===== src/rtl/multicycle_control_if.sv =====
// Control/status bundle between the multicycle control unit and its datapath.
// master = control unit, slave = datapath side.
interface multicycle_control_if #(
  parameter int COUNT_WIDTH = 32
);
  logic [5:0]             Opcode;
  logic [5:0]             Funct;
  logic                   Zero;
  logic                   MemReady;
  logic                   PCEn;
  logic                   IorD;
  logic                   MemRead;
  logic                   MemWrite;
  logic                   IRWrite;
  logic                   MemtoReg;
  logic                   RegDst;
  logic                   RegWrite;
  logic                   Jal;
  logic                   ALUSrcA;
  logic                   IllegalOp;
  logic [1:0]             ALUSrcB;
  logic [1:0]             PCSource;
  logic [2:0]             ALUOp;
  logic [3:0]             StateOut;
  logic [COUNT_WIDTH-1:0] InstrCount;

  modport master (
    input  Opcode, Funct, Zero, MemReady,
    output PCEn, IorD, MemRead, MemWrite, IRWrite, MemtoReg, RegDst, RegWrite,
           Jal, ALUSrcA, IllegalOp, ALUSrcB, PCSource, ALUOp, StateOut, InstrCount
  );

  modport slave (
    output Opcode, Funct, Zero, MemReady,
    input  PCEn, IorD, MemRead, MemWrite, IRWrite, MemtoReg, RegDst, RegWrite,
           Jal, ALUSrcA, IllegalOp, ALUSrcB, PCSource, ALUOp, StateOut, InstrCount
  );
endinterface


===== src/rtl/multicycle_control.sv =====
// Moore control FSM for a multicycle MIPS-style datapath with a retired-instruction counter.
// Define MULTICYCLE_JAL_JR_EN to enable the jal / jr instructions; otherwise they decode as illegal.
module multicycle_control #(
  parameter int COUNT_WIDTH = 32
) (
  input  logic                 clk,
  input  logic                 reset,
  multicycle_control_if.master bus
);

  typedef enum logic [3:0] {
    FETCH        = 4'd0,
    DECODE       = 4'd1,
    MEM_ADDR     = 4'd2,
    MEM_READ     = 4'd3,
    MEM_WB       = 4'd4,
    MEM_WRITE    = 4'd5,
    EXECUTE      = 4'd6,
    R_COMPLETE   = 4'd7,
    BRANCH       = 4'd8,
    JUMP         = 4'd9,
    IMM_EXEC     = 4'd10,
    IMM_COMPLETE = 4'd11,
    JR           = 4'd12,
    JAL          = 4'd13
  } state_t;

  state_t                 state_r;
  state_t                 next_s;
  logic [COUNT_WIDTH-1:0] count_r;
  logic                   retire_s;

  logic       pcen_s, iord_s, memread_s, memwrite_s, irwrite_s, memtoreg_s;
  logic       regdst_s, regwrite_s, jal_s, alusrca_s, illegal_s;
  logic [1:0] alusrcb_s, pcsource_s;
  logic [2:0] aluop_s;

  // State register and retired-instruction counter
  always_ff @(posedge clk) begin
    if (reset) begin
      state_r <= FETCH;
      count_r <= {COUNT_WIDTH{1'b0}};
    end else begin
      state_r <= next_s;
      if (retire_s) begin
        count_r <= count_r + {{(COUNT_WIDTH-1){1'b0}}, 1'b1};
      end else begin
        count_r <= count_r;
      end
    end
  end

  // Next-state and Moore outputs; PCEn/IRWrite also follow MemReady/Zero where the datapath needs it
  always_comb begin
    next_s     = FETCH;
    pcen_s     = 1'b0;
    iord_s     = 1'b0;
    memread_s  = 1'b0;
    memwrite_s = 1'b0;
    irwrite_s  = 1'b0;
    memtoreg_s = 1'b0;
    regdst_s   = 1'b0;
    regwrite_s = 1'b0;
    jal_s      = 1'b0;
    alusrca_s  = 1'b0;
    illegal_s  = 1'b0;
    alusrcb_s  = 2'b00;
    pcsource_s = 2'b00;
    aluop_s    = 3'b000;
    case (state_r)
      FETCH: begin
        memread_s = 1'b1;
        alusrcb_s = 2'b01;
        if (bus.MemReady) begin
          irwrite_s = 1'b1;
          pcen_s    = 1'b1;
          next_s    = DECODE;
        end else begin
          next_s    = FETCH;
        end
      end
      DECODE: begin
        alusrcb_s = 2'b11;
        case (bus.Opcode)
          6'h23, 6'h2B: next_s = MEM_ADDR;
          6'h00: begin
            if (bus.Funct == 6'h08) begin
`ifdef MULTICYCLE_JAL_JR_EN
              next_s    = JR;
`else
              illegal_s = 1'b1;
              next_s    = FETCH;
`endif
            end else begin
              next_s = EXECUTE;
            end
          end
          6'h04, 6'h05: next_s = BRANCH;
          6'h02:        next_s = JUMP;
          6'h03: begin
`ifdef MULTICYCLE_JAL_JR_EN
            next_s    = JAL;
`else
            illegal_s = 1'b1;
            next_s    = FETCH;
`endif
          end
          6'h08, 6'h0C, 6'h0D, 6'h0F: next_s = IMM_EXEC;
          default: begin
            illegal_s = 1'b1;
            next_s    = FETCH;
          end
        endcase
      end
      MEM_ADDR: begin
        alusrca_s = 1'b1;
        alusrcb_s = 2'b10;
        case (bus.Opcode)
          6'h23:   next_s = MEM_READ;
          6'h2B:   next_s = MEM_WRITE;
          default: next_s = FETCH;
        endcase
      end
      MEM_READ: begin
        memread_s = 1'b1;
        iord_s    = 1'b1;
        if (bus.MemReady) begin
          next_s = MEM_WB;
        end else begin
          next_s = MEM_READ;
        end
      end
      MEM_WRITE: begin
        memwrite_s = 1'b1;
        iord_s     = 1'b1;
        if (bus.MemReady) begin
          next_s = FETCH;
        end else begin
          next_s = MEM_WRITE;
        end
      end
      MEM_WB: begin
        regwrite_s = 1'b1;
        memtoreg_s = 1'b1;
        next_s     = FETCH;
      end
      EXECUTE: begin
        alusrca_s = 1'b1;
        aluop_s   = 3'b111;
        next_s    = R_COMPLETE;
      end
      R_COMPLETE: begin
        regwrite_s = 1'b1;
        regdst_s   = 1'b1;
        next_s     = FETCH;
      end
      BRANCH: begin
        alusrca_s  = 1'b1;
        aluop_s    = 3'b001;
        pcsource_s = 2'b01;
        case (bus.Opcode)
          6'h04:   pcen_s = bus.Zero;
          6'h05:   pcen_s = ~bus.Zero;
          default: pcen_s = 1'b0;
        endcase
        next_s = FETCH;
      end
      JUMP: begin
        pcsource_s = 2'b10;
        pcen_s     = 1'b1;
        next_s     = FETCH;
      end
      IMM_EXEC: begin
        alusrca_s = 1'b1;
        alusrcb_s = 2'b10;
        case (bus.Opcode)
          6'h0C:   aluop_s = 3'b011;
          6'h0D:   aluop_s = 3'b010;
          6'h0F:   aluop_s = 3'b100;
          default: aluop_s = 3'b000;
        endcase
        next_s = IMM_COMPLETE;
      end
      IMM_COMPLETE: begin
        regwrite_s = 1'b1;
        next_s     = FETCH;
      end
`ifdef MULTICYCLE_JAL_JR_EN
      JR: begin
        pcsource_s = 2'b11;
        pcen_s     = 1'b1;
        next_s     = FETCH;
      end
      JAL: begin
        pcsource_s = 2'b10;
        pcen_s     = 1'b1;
        regwrite_s = 1'b1;
        jal_s      = 1'b1;
        next_s     = FETCH;
      end
`endif
      default: begin
        next_s = FETCH;
      end
    endcase
  end

  // Illegal-opcode returns leave from DECODE, so they never count as retired
  assign retire_s = (next_s == FETCH) && (state_r != FETCH) && (state_r != DECODE);

  assign bus.PCEn       = pcen_s;
  assign bus.IorD       = iord_s;
  assign bus.MemRead    = memread_s;
  assign bus.MemWrite   = memwrite_s;
  assign bus.IRWrite    = irwrite_s;
  assign bus.MemtoReg   = memtoreg_s;
  assign bus.RegDst     = regdst_s;
  assign bus.RegWrite   = regwrite_s;
  assign bus.Jal        = jal_s;
  assign bus.ALUSrcA    = alusrca_s;
  assign bus.IllegalOp  = illegal_s;
  assign bus.ALUSrcB    = alusrcb_s;
  assign bus.PCSource   = pcsource_s;
  assign bus.ALUOp      = aluop_s;
  assign bus.StateOut   = state_r;
  assign bus.InstrCount = count_r;

endmodule


===== src/flat_wrapper.sv =====
// flat-port wrapper written by rule: the top's interface ports become plain ports
module multicycle_control_flat 
#(
  parameter int COUNT_WIDTH = 32
)
  (clk, reset, bus_Opcode, bus_Funct, bus_Zero, bus_MemReady, bus_PCEn, bus_IorD, bus_MemRead, bus_MemWrite, bus_IRWrite, bus_MemtoReg, bus_RegDst, bus_RegWrite, bus_Jal, bus_ALUSrcA, bus_IllegalOp, bus_ALUSrcB, bus_PCSource, bus_ALUOp, bus_StateOut, bus_InstrCount);
  multicycle_control_if #(.COUNT_WIDTH(COUNT_WIDTH)) bus_i ();
  input  logic clk;
  input  logic reset;
  input wire logic [$bits(bus_i.Opcode)-1:0] bus_Opcode;
  input wire logic [$bits(bus_i.Funct)-1:0] bus_Funct;
  input wire logic [$bits(bus_i.Zero)-1:0] bus_Zero;
  input wire logic [$bits(bus_i.MemReady)-1:0] bus_MemReady;
  output wire logic [$bits(bus_i.PCEn)-1:0] bus_PCEn;
  output wire logic [$bits(bus_i.IorD)-1:0] bus_IorD;
  output wire logic [$bits(bus_i.MemRead)-1:0] bus_MemRead;
  output wire logic [$bits(bus_i.MemWrite)-1:0] bus_MemWrite;
  output wire logic [$bits(bus_i.IRWrite)-1:0] bus_IRWrite;
  output wire logic [$bits(bus_i.MemtoReg)-1:0] bus_MemtoReg;
  output wire logic [$bits(bus_i.RegDst)-1:0] bus_RegDst;
  output wire logic [$bits(bus_i.RegWrite)-1:0] bus_RegWrite;
  output wire logic [$bits(bus_i.Jal)-1:0] bus_Jal;
  output wire logic [$bits(bus_i.ALUSrcA)-1:0] bus_ALUSrcA;
  output wire logic [$bits(bus_i.IllegalOp)-1:0] bus_IllegalOp;
  output wire logic [$bits(bus_i.ALUSrcB)-1:0] bus_ALUSrcB;
  output wire logic [$bits(bus_i.PCSource)-1:0] bus_PCSource;
  output wire logic [$bits(bus_i.ALUOp)-1:0] bus_ALUOp;
  output wire logic [$bits(bus_i.StateOut)-1:0] bus_StateOut;
  output wire logic [$bits(bus_i.InstrCount)-1:0] bus_InstrCount;
  assign bus_i.Opcode = bus_Opcode;
  assign bus_i.Funct = bus_Funct;
  assign bus_i.Zero = bus_Zero;
  assign bus_i.MemReady = bus_MemReady;
  assign bus_PCEn = bus_i.PCEn;
  assign bus_IorD = bus_i.IorD;
  assign bus_MemRead = bus_i.MemRead;
  assign bus_MemWrite = bus_i.MemWrite;
  assign bus_IRWrite = bus_i.IRWrite;
  assign bus_MemtoReg = bus_i.MemtoReg;
  assign bus_RegDst = bus_i.RegDst;
  assign bus_RegWrite = bus_i.RegWrite;
  assign bus_Jal = bus_i.Jal;
  assign bus_ALUSrcA = bus_i.ALUSrcA;
  assign bus_IllegalOp = bus_i.IllegalOp;
  assign bus_ALUSrcB = bus_i.ALUSrcB;
  assign bus_PCSource = bus_i.PCSource;
  assign bus_ALUOp = bus_i.ALUOp;
  assign bus_StateOut = bus_i.StateOut;
  assign bus_InstrCount = bus_i.InstrCount;
  multicycle_control #(.COUNT_WIDTH(COUNT_WIDTH)) u_core (.clk(clk), .reset(reset), .bus(bus_i));
endmodule

===== config.mk =====
export PLATFORM = sky130hd
export DESIGN_NAME = multicycle_control_flat
export DESIGN_NICKNAME = d
export VERILOG_FILES = /design/src/rtl/multicycle_control_if.sv /design/src/rtl/multicycle_control.sv /design/src/flat_wrapper.sv
export SDC_FILE = /design/constraint.sdc
export NUM_CORES = 1
export LEC_CHECK = 0
export CELL_PAD_IN_SITES_DETAIL_PLACEMENT = 1
export CELL_PAD_IN_SITES_GLOBAL_PLACEMENT = 1
export CORE_MARGIN = 2
export CORE_UTILIZATION = 35
export DETAILED_ROUTE_END_ITERATION = 8
export DONT_BUFFER_PORTS = 1
export GPL_ROUTABILITY_DRIVEN = 0
export PLACE_DENSITY = 0.61
export SLEW_MARGIN = 0
export SYNTH_ARGS = -nofsm -noshare
export SYNTH_HDL_FRONTEND = slang
export SYNTH_SLANG_ARGS = --single-unit
export TNS_END_PERCENT = 10

===== constraint.sdc =====
create_clock -name clk -period 2.86 [get_ports clk]
set_clock_uncertainty 0.05 [all_clocks]
set_input_delay 0.572 -clock clk [delete_from_list [all_inputs] [get_ports clk]]
set_output_delay 0.572 -clock clk [all_outputs]
set_load 0.01 [all_outputs]

======== Word level (Yosys, flattened, before mapping) ========
Index checks and enable logic that the tools add are counted.
word-level totals
  output and inout port bits .............. 54
  bits in registers ....................... 36
  input port bits ......................... 16
cells by class
  equal/unequal tests ..................... 22
  reductions and logical operators ........ 15
  mux-type cells .......................... 25
  add/sub/neg operators ................... 1
  bitwise logic cells ..................... 1
operators by type and width
  cell                                                    count
  adder 32 x 1 -> 32 bit (second input constant)          1
  equality test 6 x 4 -> 1 bit (second input constant)    5
  case mux 4 bit (7 select lines)                         1
  case mux 4 bit (5 select lines)                         1
  case mux 3 bit (3 select lines)                         2
  equality test 4 x 3 -> 1 bit (second input constant)    4
  equality test 4 bit (second input constant)             4
  equality test 6 x 3 -> 1 bit (second input constant)    2
  equality test 6 bit (second input constant)             2
  two-way mux 1 bit                                       12
  OR reduction 2 bit                                      5
  two-way mux 3 bit                                       3
  OR reduction 9 bit                                      1
  equality test 4 x 2 -> 1 bit (second input constant)    2
  zero test 4 bit                                         2
  OR reduction 4 bit                                      2
  equality test 6 x 2 -> 1 bit (second input constant)    1
  zero test 6 bit                                         1
  case mux 2 bit (3 select lines)                         1
  case mux 3 bit (2 select lines)                         1
  equality test 4 x 1 -> 1 bit (second input constant)    1
  inequality test 4 x 1 -> 1 bit (second input constant)  1
  case mux 1 bit (2 select lines)                         2
  case mux 2 bit (2 select lines)                         1
  5 further kinds                                         6

======== Longest topological paths before layout ========
  word-level depth ........................ 7
  depth in mapped cells ................... 8

======== Worst setup path after synthesis ========
OpenSTA, ideal clock, no wires.
  kind .................................... input port to output port
  from .................................... input bus_Opcode[0]
  to ...................................... output bus_IllegalOp
  data arrival time ....................... 1730 ps
  required time ........................... 2238 ps
  path slack .............................. 508 ps
  stages .................................. 5
  cells stage by stage .................... clkbuf_1 > or4b_2 > a21oi_1 > nand2b_1 > a21oi_1
on the way
  word-level cells in the longest chain between the ends .. 4
  elaborated cells on any way between the ends .. 13
RTL lines
  what                                                  RTL line                  text
  start: declaration                                    flat_wrapper.sv:10        input wire logic [$bits(bus_i.Opcode)-1:0] bus_Opcode;
  equality test 6 x 2 -> 1 bit (tied with other cells)  multicycle_control.sv:84  case (bus.Opcode)
  OR reduction 9 bit (no source line)                   --
  case mux 1 bit (2 select lines) (*)                   multicycle_control.sv:84
  two-way mux 1 bit (*)                                 multicycle_control.sv:70  case (state_r)
  end: declaration                                      flat_wrapper.sv:24        output wire logic [$bits(bus_i.IllegalOp)-1:0] bus_IllegalOp;
Mark *: on every way between the ends. The rest lies on a longest branch, timed or not.

======== Worst setup path in the final report ========
  from .................................... register u_core.state_r[3] (netlist: u_core.bus.StateOut[3])
  to ...................................... output bus_ALUOp[0]
on the way
  word-level cells in the longest chain between the ends .. 2
  elaborated cells on any way between the ends .. 4
RTL lines
  what                                                                        RTL line                  text
  start: declaration                                                          multicycle_control.sv:28  state_t state_r;
  start signal: assignment                                                    multicycle_control.sv:44  state_r <= next_s;
  equality test 4 bit / equality test 4 x 3 -> 1 bit (equally long branches)  multicycle_control.sv:70
  case mux 3 bit (3 select lines) (*)                                         multicycle_control.sv:70
  end: declaration                                                            flat_wrapper.sv:27        output wire logic [$bits(bus_i.ALUOp)-1:0] bus_ALUOp;
Marks and branches as above.

==> summary.md <==
| Metric | Value |
|---|---|
| Outcome | `finished clean` |
| Launch point of the worst reg-to-reg path | `u_core.bus.StateOut[3]$_SDFF_PP0_` |
| Tot GR Track Use | `17.3%` |
| Placed insts | `394` |
| Tcrit/Tclk final | `91.3%` |
| Leak pwr | `0.869 nW` |
| Max-Cap Viols | `0` |
| R2r endpoint | `u_core.bus.InstrCount[15]$_SDFFE_PP0P_` |
| Cell Area, Placed | `2610 µm²` |
| Async SR Flop Fraction | `0%` |
| R2R setup slack | `0.41 ns` |
| Min-Delay Startpoint | `reset` |
| First-pass DRT Iterations | `4` |
| Initial antenna violation count | `0` |
| Syn_area_per_cell | `8.23 µm²` |
| CTS Buf Count | `5` |
| Layout cell share with drive strength beyond 1 | `10.9%` |
| Peak supply drop | `0.212 mV` |
| Worst-Margin Slew | `0.724 ns` |
| Layout Utilization | `37.6%` |
| Min-Delay Path Class | `input pin to flop` |
| Final setup margin | `0.250 ns` |
| Dominant cell type by area after synthesis | `dfxtp_1` |
| WP buf/inv | `0` |
| Crit path time final | `2.61 ns` |
| Slowest Stage Delay on Critical Path | `0.63 ns` |
| Post-CTS setup buffers | `0` |
| CORE AREA | `7180 µm²` |
| Maximum achievable frequency | `0.383 GHz` |
| Cell variety after synth | `61` |
| Startpoint Class | `flop` |
| Crit path capture type | `primary output` |
| Synth Net Count | `330` |
| Final Hold Vio Count | `0` |
| Post-DR vias/cell | `5.96` |
| Depth of the CTS H-tree | `2` |
| Antenna-violating nets left | `0` |
| Row count | `31` |
| Worst-skew pair later-pin latency | `0.29 ns` |
| Die area | `8060 µm²` |
| DR vias | `2,394` |
| Top cells by count, synth | `dfxtp_1 (36), a21oi_1 (26), nor2_1 (24), o31ai_1 (16)` |
| Min-Delay Endpoint | `u_core.bus.InstrCount[2]$_SDFFE_PP0P_` |
| R2R cell count | `5` |
| Num ports | `70` |
| Finished layout cell area | `2700 µm²` |
| Area grow syn2layout | `4.86%` |
| Post-cts resize count | `0` |
| Post-Synthesis Cells | `313` |
| Syn Std Cell Area | `2580 µm²` |
| Most instantiated library cell after synthesis | `dfxtp_1` |
| Worst EP required | `2.24 ns` |
| Chip Height | `89.8 µm` |
| Crit-path slowest cell | `dfxtp_1` |
| Clock Sinks | `36` |
| Pwr per Cell Area | `359 nW/µm²` |
| Routed WL | `7.03 mm` |
| Clock slew at reported path FFs | `0.08 ns` |
| Family with the most delay on the worst path | `flip-flops` |
| Slew HR | `51.7%` |
| Post-CTS Hold Fix Bufs | `0` |
| Unrepaired setup endpoints after global routing | `no` |
| Post-synth EDFFs | `0` |
| DRC Markers | `0` |
| Sequential cell area fraction in the yosys report | `28.0%` |
| CTS tree | `done` |
| Ys flop type | `dfxtp_1` |
| ANT cells | `0` |
| Width of the die | `89.8 µm` |
| Largest net degree at the start of global routing | `50` |
| Starting Density | `35.9%` |
| Setup_tns | `0 ns` |
| Root Driver | `clkbuf_8` |
| Worst setup path class | `flop to primary output` |
| Final setup fails | `0` |
| Crit path DAT | `1.99 ns` |
| Seq cells post-synth | `36` |
| First-pass GRT wire length | `11.8 mm` |
| DPL Wire Length | `5.01 mm` |
| Number of global-route vias before repair | `2,324` |
| Synth warnings | `0` |
| Crit path max fanout | `12` |
| First DRT Iteration DRCs | `72` |
| Hold Path Depth | `1` |
| Top area cells in the synthesized netlist | `dfxtp_1 (28%), mux2_1 (5.2%), a21oi_1 (5.1%)` |
| Place WS | `0.344 ns` |
| Post-Layout Cell Count | `402` |
| Final hold slack | `0.303 ns` |
| Max Slew Vio Count | `0` |
| Congestion Overflow GR | `0` |
| CTS Buffer Depth | `2` |
| Power, Total | `0.969 mW` |
| Nets | `319` |
| IO buf count | `0` |
| WL/cell | `17.5 µm` |
| Share of the synthesized area in the top cell type | `28.0%` |
| Worst path cell trace | `nand2_1 > nor2_1 > nand3b_1 > o32ai_1` |
area by class of cell:
cell class,count,area (µm²)
multi-input combinational,242,1670
fill,850,4470
clock buffer,8,90.1
tap,99,124
sequential,36,722
timing repair buffer,8,60.1
inverter,9,36.3
power by group:
| group | internal [mW] | switching (mW) | leakage (nW) |
|---|---|---|---|
| clock network | 0.197 | 0.185 | 0.0455 |
| logic | 0.0297 | 0.0499 | 0.533 |
| registers | 0.502 | 0.00541 | 0.291 |
| total | 0.729 | 0.240 | 0.869 |
how the worst max path moves through the flow:
stage | cells after the start | to | startpoint
2_1_floorplan | 5 | bus_IllegalOp | bus_Opcode[0]
3_3_place_gp | 5 | u_core.bus.InstrCount[19]$_SDFFE_PP0P_ | u_core.bus.StateOut[1]$_SDFF_PP0_
3_5_place_dp | 5 | u_core.bus.InstrCount[31]$_SDFFE_PP0P_ | u_core.bus.StateOut[1]$_SDFF_PP0_
4_1_cts | 5 | bus_ALUOp[0] | u_core.bus.StateOut[1]$_SDFF_PP0_
5_1_grt | 6 | bus_ALUOp[0] | u_core.bus.StateOut[0]$_SDFF_PP0_
6_report | 4 | bus_ALUOp[0] | u_core.bus.StateOut[3]$_SDFF_PP0_
kinds of logic after synthesis:
family | share of synthesized area, %
simple gates | 37.8
compound gates | 19.6
flops | 28.0
buf+inv | 7.24
mux | 6.02
xor+xnor | 0.680
fa+ha+maj | 0.486
other cells | 0.146
placed cells by master, fill, tap and decap left out, types with 9 or more instances in the layout:
master | Yosys | routed
and4_1 | 11 | 11
nand3_1 | 12 | 12
nand2_1 | 15 | 15
nor2b_1 | 12 | 12
nand4_1 | 10 | 10
dfxtp_1 | 36 | 35
mux2_1 | 12 | 12
o31ai_1 | 16 | 16
nor2_1 | 24 | 24
nor3_1 | 9 | 9
a21oi_1 | 26 | 26
or4_1 | 15 | 15
routing by layer:
metal / GRT usage, % / wire length [µm] / vias to the layer above
li1: - / - / 1168
met4: 3.85 / 59 / 0
met3: 4.27 / 312 / 6
met5: 0 / 0 / -
met1: 21.2 / 3240 / 1183
met2: 30.6 / 3410 / 37
worst reg2reg max path, stage by stage (launching register included):
cell and delay (ns):
dfxtp_1 0.63, or3_1 0.41, and4_1 0.38, nand3_2 0.24, or4_1 0.52, a21oi_1 0.15
sequential cells by signal, summed over array words and instances (netlist names):
name and cells:
u_core.bus.InstrCount 32, u_core.bus.StateOut 4
Power figures use the tool's default switching activity.
